**config.mk**
```make
export PLATFORM = sky130hd
export DESIGN_NAME = dmem_lsu_seq
export DESIGN_NICKNAME = d
export VERILOG_FILES = /design/src/rtl/dmem_lsu_pkg.sv /design/src/rtl/dmem_lsu_seq.sv
export SDC_FILE = /design/constraint.sdc
export NUM_CORES = 1
export LEC_CHECK = 0
export CAP_MARGIN = 20
export CORE_MARGIN = 1
export CORE_UTILIZATION = 30
export CTS_CLUSTER_SIZE = 25
export DETAILED_ROUTE_END_ITERATION = 8
export GPL_TIMING_DRIVEN = 1
export HOLD_SLACK_MARGIN = 0.1
export PLACE_DENSITY_LB_ADDON = 0.12
export SLEW_MARGIN = 10
export SYNTH_ARGS = -nofsm -noshare
export SYNTH_HDL_FRONTEND = slang
export SYNTH_SLANG_ARGS = --single-unit
```
**constraint.sdc**
```tcl
create_clock -name clk -period 2.2 [get_ports clk]
set_input_delay 0.44 -clock clk [delete_from_list [all_inputs] [get_ports clk]]
set_output_delay 0.44 -clock clk [all_outputs]
set_load 0.005 [all_outputs]
```
**src/rtl/dmem_lsu_pkg.sv**
```systemverilog
// Shared types and load-path helpers for the data-memory load/store sequencer.
package dmem_lsu_pkg;

  localparam int unsigned DATA_WIDTH = 32;

  typedef enum logic [1:0] {
    SZ_BYTE = 2'd0,
    SZ_HALF = 2'd1,
    SZ_WORD = 2'd2,
    SZ_ILL  = 2'd3
  } lsu_size_e;

  typedef enum logic [1:0] {
    IDLE  = 2'd0,
    STORE = 2'd1,
    RESP  = 2'd2
  } lsu_state_e;

  // Illegal size or an address not aligned to the access size.
  function automatic logic access_err(input lsu_size_e size, input logic [1:0] addr_lo);
    logic err;
    case (size)
      SZ_BYTE: err = 1'b0;
      SZ_HALF: err = addr_lo[0];
      SZ_WORD: err = (addr_lo != 2'd0);
      default: err = 1'b1;
    endcase
    return err;
  endfunction

  // Index of the last byte of a store (N-1).
  function automatic logic [1:0] last_idx(input lsu_size_e size);
    logic [1:0] idx;
    case (size)
      SZ_BYTE: idx = 2'd0;
      SZ_HALF: idx = 2'd1;
      default: idx = 2'd3;
    endcase
    return idx;
  endfunction

  // Pick the addressed lane out of a memory word and sign/zero extend it.
  function automatic logic [DATA_WIDTH-1:0] lane_extract(
    input logic [DATA_WIDTH-1:0] rdata,
    input logic [1:0]            addr_lo,
    input lsu_size_e             size,
    input logic                  is_unsigned
  );
    logic [7:0]            b;
    logic [15:0]           h;
    logic [DATA_WIDTH-1:0] res;
    b = rdata[8*addr_lo +: 8];
    h = rdata[16*addr_lo[1] +: 16];
    case (size)
      SZ_BYTE: res = is_unsigned ? {24'd0, b} : {{24{b[7]}}, b};
      SZ_HALF: res = is_unsigned ? {16'd0, h} : {{16{h[15]}}, h};
      default: res = rdata;
    endcase
    return res;
  endfunction

endpackage

```
**src/rtl/dmem_lsu_seq.sv**
```systemverilog
// Load/store sequencer: aligned loads with lane extraction, stores serialised
// into one-hot byte writes, one response per accepted request.
module dmem_lsu_seq
  import dmem_lsu_pkg::*;
#(
  parameter int unsigned DMEM_SZ_IN_KB = 1,
  localparam int unsigned ADDR_WIDTH = $clog2(DMEM_SZ_IN_KB * 1024)
) (
  input  logic                  clk,
  input  logic                  arst_n,
  input  logic                  req_valid,
  output logic                  req_ready,
  input  logic                  req_we,
  input  logic [1:0]            req_size,
  input  logic                  req_unsigned,
  input  logic [ADDR_WIDTH-1:0] req_addr,
  input  logic [DATA_WIDTH-1:0] req_wdata,
  output logic                  rsp_valid,
  input  logic                  rsp_ready,
  output logic [DATA_WIDTH-1:0] rsp_rdata,
  output logic                  rsp_err,
  output logic                  mem_write_en,
  output logic [3:0]            mem_mask,
  output logic [ADDR_WIDTH-1:0] mem_addr,
  output logic [DATA_WIDTH-1:0] mem_wdata,
  input  logic [DATA_WIDTH-1:0] mem_rdata
);

  lsu_state_e            state_q, state_d;
  logic [1:0]            k_q, k_d;
  logic [1:0]            last_q, last_d;
  logic [ADDR_WIDTH-1:0] base_q, base_d;
  logic [DATA_WIDTH-1:0] wdata_q, wdata_d;
  logic                  rdy_q, rdy_d;
  logic                  rsp_valid_q, rsp_valid_d;
  logic [DATA_WIDTH-1:0] rsp_rdata_q, rsp_rdata_d;
  logic                  rsp_err_q, rsp_err_d;
  logic                  wr_en_q, wr_en_d;
  logic [3:0]            wr_mask_q, wr_mask_d;
  logic [ADDR_WIDTH-1:0] wr_addr_q, wr_addr_d;
  logic [DATA_WIDTH-1:0] wr_data_q, wr_data_d;

  lsu_size_e             size;
  logic                  req_err;
  logic [1:0]            nxt_k;
  logic [ADDR_WIDTH-1:0] nxt_addr;
  logic [7:0]            nxt_byte;

  // State and output registers; reset aborts any store in flight.
  always_ff @(posedge clk or negedge arst_n) begin
    if (!arst_n) begin
      state_q     <= IDLE;
      k_q         <= 2'd0;
      last_q      <= 2'd0;
      base_q      <= '0;
      wdata_q     <= '0;
      rdy_q       <= 1'b0;
      rsp_valid_q <= 1'b0;
      rsp_rdata_q <= '0;
      rsp_err_q   <= 1'b0;
      wr_en_q     <= 1'b0;
      wr_mask_q   <= 4'd0;
      wr_addr_q   <= '0;
      wr_data_q   <= '0;
    end else begin
      state_q     <= state_d;
      k_q         <= k_d;
      last_q      <= last_d;
      base_q      <= base_d;
      wdata_q     <= wdata_d;
      rdy_q       <= rdy_d;
      rsp_valid_q <= rsp_valid_d;
      rsp_rdata_q <= rsp_rdata_d;
      rsp_err_q   <= rsp_err_d;
      wr_en_q     <= wr_en_d;
      wr_mask_q   <= wr_mask_d;
      wr_addr_q   <= wr_addr_d;
      wr_data_q   <= wr_data_d;
    end
  end

  // Next state, response capture and the byte write to present next cycle.
  always_comb begin
    state_d     = state_q;
    k_d         = k_q;
    last_d      = last_q;
    base_d      = base_q;
    wdata_d     = wdata_q;
    rsp_valid_d = rsp_valid_q;
    rsp_rdata_d = rsp_rdata_q;
    rsp_err_d   = rsp_err_q;
    wr_en_d     = 1'b0;
    wr_mask_d   = 4'd0;
    wr_addr_d   = '0;
    wr_data_d   = '0;
    size        = lsu_size_e'(req_size);
    req_err     = access_err(size, req_addr[1:0]);
    nxt_k       = 2'd0;
    nxt_addr    = req_addr;
    nxt_byte    = req_wdata[7:0];

    case (state_q)
      IDLE: begin
        if (req_valid && rdy_q) begin
          if (req_err) begin
            state_d     = RESP;
            rsp_valid_d = 1'b1;
            rsp_err_d   = 1'b1;
            rsp_rdata_d = '0;
          end else if (!req_we) begin
            state_d     = RESP;
            rsp_valid_d = 1'b1;
            rsp_err_d   = 1'b0;
            rsp_rdata_d = lane_extract(mem_rdata, req_addr[1:0], size, req_unsigned);
          end else begin
            state_d = STORE;
            k_d     = 2'd0;
            last_d  = last_idx(size);
            base_d  = req_addr;
            wdata_d = req_wdata;
            wr_en_d = 1'b1;
          end
        end
      end
      STORE: begin
        if (k_q == last_q) begin
          state_d     = RESP;
          rsp_valid_d = 1'b1;
          rsp_err_d   = 1'b0;
          rsp_rdata_d = '0;
        end else begin
          nxt_k    = k_q + 2'd1;
          k_d      = nxt_k;
          nxt_addr = base_q + ADDR_WIDTH'(nxt_k);
          nxt_byte = wdata_q[8*nxt_k +: 8];
          wr_en_d  = 1'b1;
        end
      end
      RESP: begin
        if (rsp_ready) begin
          state_d     = IDLE;
          rsp_valid_d = 1'b0;
          rsp_err_d   = 1'b0;
          rsp_rdata_d = '0;
        end
      end
      default: state_d = IDLE;
    endcase

    if (wr_en_d) begin
      wr_addr_d = nxt_addr;
      wr_mask_d = 4'b0001 << nxt_addr[1:0];
      wr_data_d = DATA_WIDTH'(nxt_byte) << {nxt_addr[1:0], 3'b000};
    end

    rdy_d = (state_d == IDLE);
  end

  // Loads address memory straight from the request while idle.
  assign mem_addr     = (state_q == STORE) ? wr_addr_q : (rdy_q ? req_addr : '0);
  assign req_ready    = rdy_q;
  assign rsp_valid    = rsp_valid_q;
  assign rsp_rdata    = rsp_rdata_q;
  assign rsp_err      = rsp_err_q;
  assign mem_write_en = wr_en_q;
  assign mem_mask     = wr_mask_q;
  assign mem_wdata    = wr_data_q;

endmodule

```
==> results.cfg <==
[synthesis]
yosys.area.top_type = dfrtp_1
synthTopCellsByArea = dfrtp_1 (52%), nand2_1 (9.1%), mux2_2 (3.4%), mux4_2 (3.3%), mux2i_1 (3.2%)
synthesis.nets = 695
synth_edf_count = 0
synth.avg_cell_area_um2 = 10.3
synth_cells = 606
synth_cell_type_count = 51
syn-cell-area_um2 = 6220
yosysTopAreaCellShare_pct = 52.3
ys_ff_latch = 130
yosysWarnings = 0
synth_seq_area_share_pct = 52.3
synthArstFlopShare_pct = 100
synth_flop_cell = dfrtp_1

[setup_path]
cp_top_family = adder cells
critPathRequiredTime_ns = 2.55
critPathLaunchType = register
r2r_end = mem_wdata[24]
crit_fanout = 9
crit_path_end_kind = register
path_depth = 7
arrival_ns = 2.48
rrSetupSlack_ns = 0.07
path_buf_inv = 2
slowest_stage = fa_2
timing.rr.start = k_q[0]
slowest_delay_ns = 0.47
worstPathCellList = inv_2, ha_1, inv_1, fa_2, a2111oi_1, a31oi_2, nor2_1
r2r_cells = 7
path_class = register to register

[clock_network]
htree_levels = 4
cts_tree = built
root_buffer = clkbuf_16
clock_sinks = 130
cts_made_buffers = 17
clock_latency_ns = 0.42
clock_path_buffers = 2
path_clk_slew_ns = 0.06

[floorplan]
core_area_um2 = 20300
die-area_um2 = 21300
rows = 52
io_pins = 164
die-height_um = 146
die_w_um = 146
start_util_pct = 30.6

[placed_design]
place_ws_ns = -0.333
gp_congestion = 0.883
port_buffers = 163
dp_hpwl_mm = 13.9

[finish]
nets = 912
antennaDiodeCount = 0
final_layout_size_suffix_gt1_share_pct = 19.3
final_util_pct = 45.5
synthToLayoutAreaGrowth_pct = 48.5

[sta]
layout_worst_path_cycle_share_pct = 96.8
finalCriticalPeriod_ns = 2.13
hold_viol_final = 0
rsz0062_at_grt = no
fmax_mhz = 470
relSlewSlack_pct = 58.4
setup_viol = 0
skew_ns = 0.00932
setup_ws_ns = 0.0703
finalSetupTns_ns = 0
slew_violations = 0
tightest_slew_ns = 0.622

[grt]
grt_pass1_vias = 5593
overflow = 0
grt_usage_pct = 18.5
grt_max_degree = 60
antenna_found_initial = 0
grt_pass1_wl_mm = 30.5

[routing]
viasPerCell = 4.79
first_pass_iters = 4
vias = 5300
wl_per_cell_um = 17.1
drtAntennaViolNets = 0
wl_mm = 18.9
drtIter0Drc = 365
drc_errors = 0

[pwr]
power_density_nw_per_um2 = 1140
p_sw_share_pct = 33.8
vdd_ir_drop_max_mv = 0.613
p_seq_share_pct = 34.1
p_switching_uw = 3570
p_leak_uw = 0.00422
comb_power_share_pct = 41.4
p_clk_share_pct = 24.5
p_int_uw = 6970

[hold_path]
worstHoldPathType = register to register
hold-path-endpoint = wdata_q[4]
holdCritStartpoint = wdata_q[4]
holdPathStages = 2

[job]
maxCapViolations = 0

[status]
run_status = finished clean
-- worst min-delay path, cell delays in order (launching register included) --
cell	delay, ns
dfrtp_1	0.34
nand2_1	0.05
nand2_1	0.05
-- cells by family (layout without fill, tap and decap cells) --
logic type                 count (synthesis)  after routing  synth area share, %
DFF                                      130            130                 52.3
muxes                                     48             48                 9.92
xor gates and xnor gates                  11             11                 1.55
and+or+nand+nor                          237            237                 15.9
adders and majority gates                  7              7                 1.53
AOI/OAI and AO/OA                        118            118                 14.5
buffers and inverters                     55            285                 4.28
-- sequential cells by signal, summed over array words and instances, names as in the netlist --
register      cells
wdata_q          32
state_q           2
mem_wdata        32
rsp_rdata        32
mem_mask          4
mem_write_en      1
rsp_valid         1
last_q            2
req_ready         1
rsp_err           1
k_q               2
wr_addr_q        10
base_q           10
-- routing by layer --
layer	wire length, um	up-vias	global-route usage [%]
li1	-	2558	-
met1	8660	2597	24.4
met2	9270	132	30.9
met3	768	13	3.89
met4	208	0	4.79
met5	0	-	0
-- area by class of cell --
type | instances | area [um^2]
Clock inverter | 11 | 80.1
Tap cell | 270 | 338
Clock buffer | 21 | 460
Multi-Input combinational cell | 421 | 2790
Timing Repair Buffer | 237 | 2260
Inverter | 16 | 60.1
Sequential cell | 130 | 3250
Fill cell | 1982 | 11100
-- through the flow --
stage	power [uW]	hold WS (ns)	instances	instance area [um^2]
after CTS	10600	0.473	1104	9200
final	10500	0.469	1106	9240
after floorplan	5770	0.144	606	6230
after detailed placement	7820	0.384	1063	8570
after global routing	11200	0.497	1106	9240
after global placement	7730	0.379	1063	8570
-- cell usage in the layout (no fill, tap or decap), types with 3 or more instances in the layout --
cell type and n:
a22oi_1 7, a21oi_1 9, nand3_1 23, nor2b_1 4, mux2_2 19, nor2_1 40, o2bb2ai_1 8, a22o_1 22
clkdlybuf4s50_1 151, mux2i_1 19, inv_1 14, clkinv_2 4, nand4_1 3, xnor2_1 10, ha_1 5, clkinv_4 4
nand2_1 150, o21ai_0 26, clkbuf_16 17, o221ai_1 7, dfrtp_1 130, o21ai_1 6, a21o_1 3, nand2b_1 3
a221oi_1 7, mux4_2 9, buf_4 65, clkbuf_2 6, buf_12 8
-- synth_stat cells, types with 7 or more instances --
library cell	instances
o2bb2ai_1	8
o221ai_1	7
nor2_1	40
mux2_2	19
a22oi_1	7
mux2i_1	20
mux4_2	9
inv_1	16
dfrtp_1	130
xnor2_1	10
nand2_1	150
o21ai_0	33
nand3_1	23
a221oi_1	7
clkbuf_1	23
a22o_1	22
a21oi_1	9
-- power by group through the flow --
| stage | registers [uW] | clock network, uW | logic, uW |
|---|---|---|---|
| 3_5_place_dp | 3630 | 0 | 4190 |
| 2_1_floorplan | 3550 | 0 | 2220 |
| 4_1_cts | 3600 | 2630 | 4330 |
| 6_report | 3600 | 2580 | 4360 |
| 5_1_grt | 3700 | 2750 | 4780 |
| 3_3_place_gp | 3600 | 0 | 4130 |
-- how the worst max path moves through the flow --
| stage | from | end | slack, ns |
|---|---|---|---|
| final | k_q[0] | mem_wdata[24] | 0.07 |
| after global routing | k_q[0] | mem_wdata[24] | 0.007 |
| after CTS | req_addr[1] | mem_addr[1] | -0.19 |
| after detailed placement | req_addr[1] | mem_addr[1] | -0.33 |
| after global placement | req_addr[1] | mem_addr[1] | -0.34 |
| after floorplan | k_q[1] | mem_wdata[10] | 0.02 |
-- repair_timing --
item | in CTS | in global routing
gates resized for setup | 26 | 23
hold buffers | 1 | 0
setup endpoints to repair | 26 | 68
pin swaps | 4 | 4
hold endpoints to repair | 37 | 0
setup buffers | 8 | 3
Power figures use the tool's default switching activity.
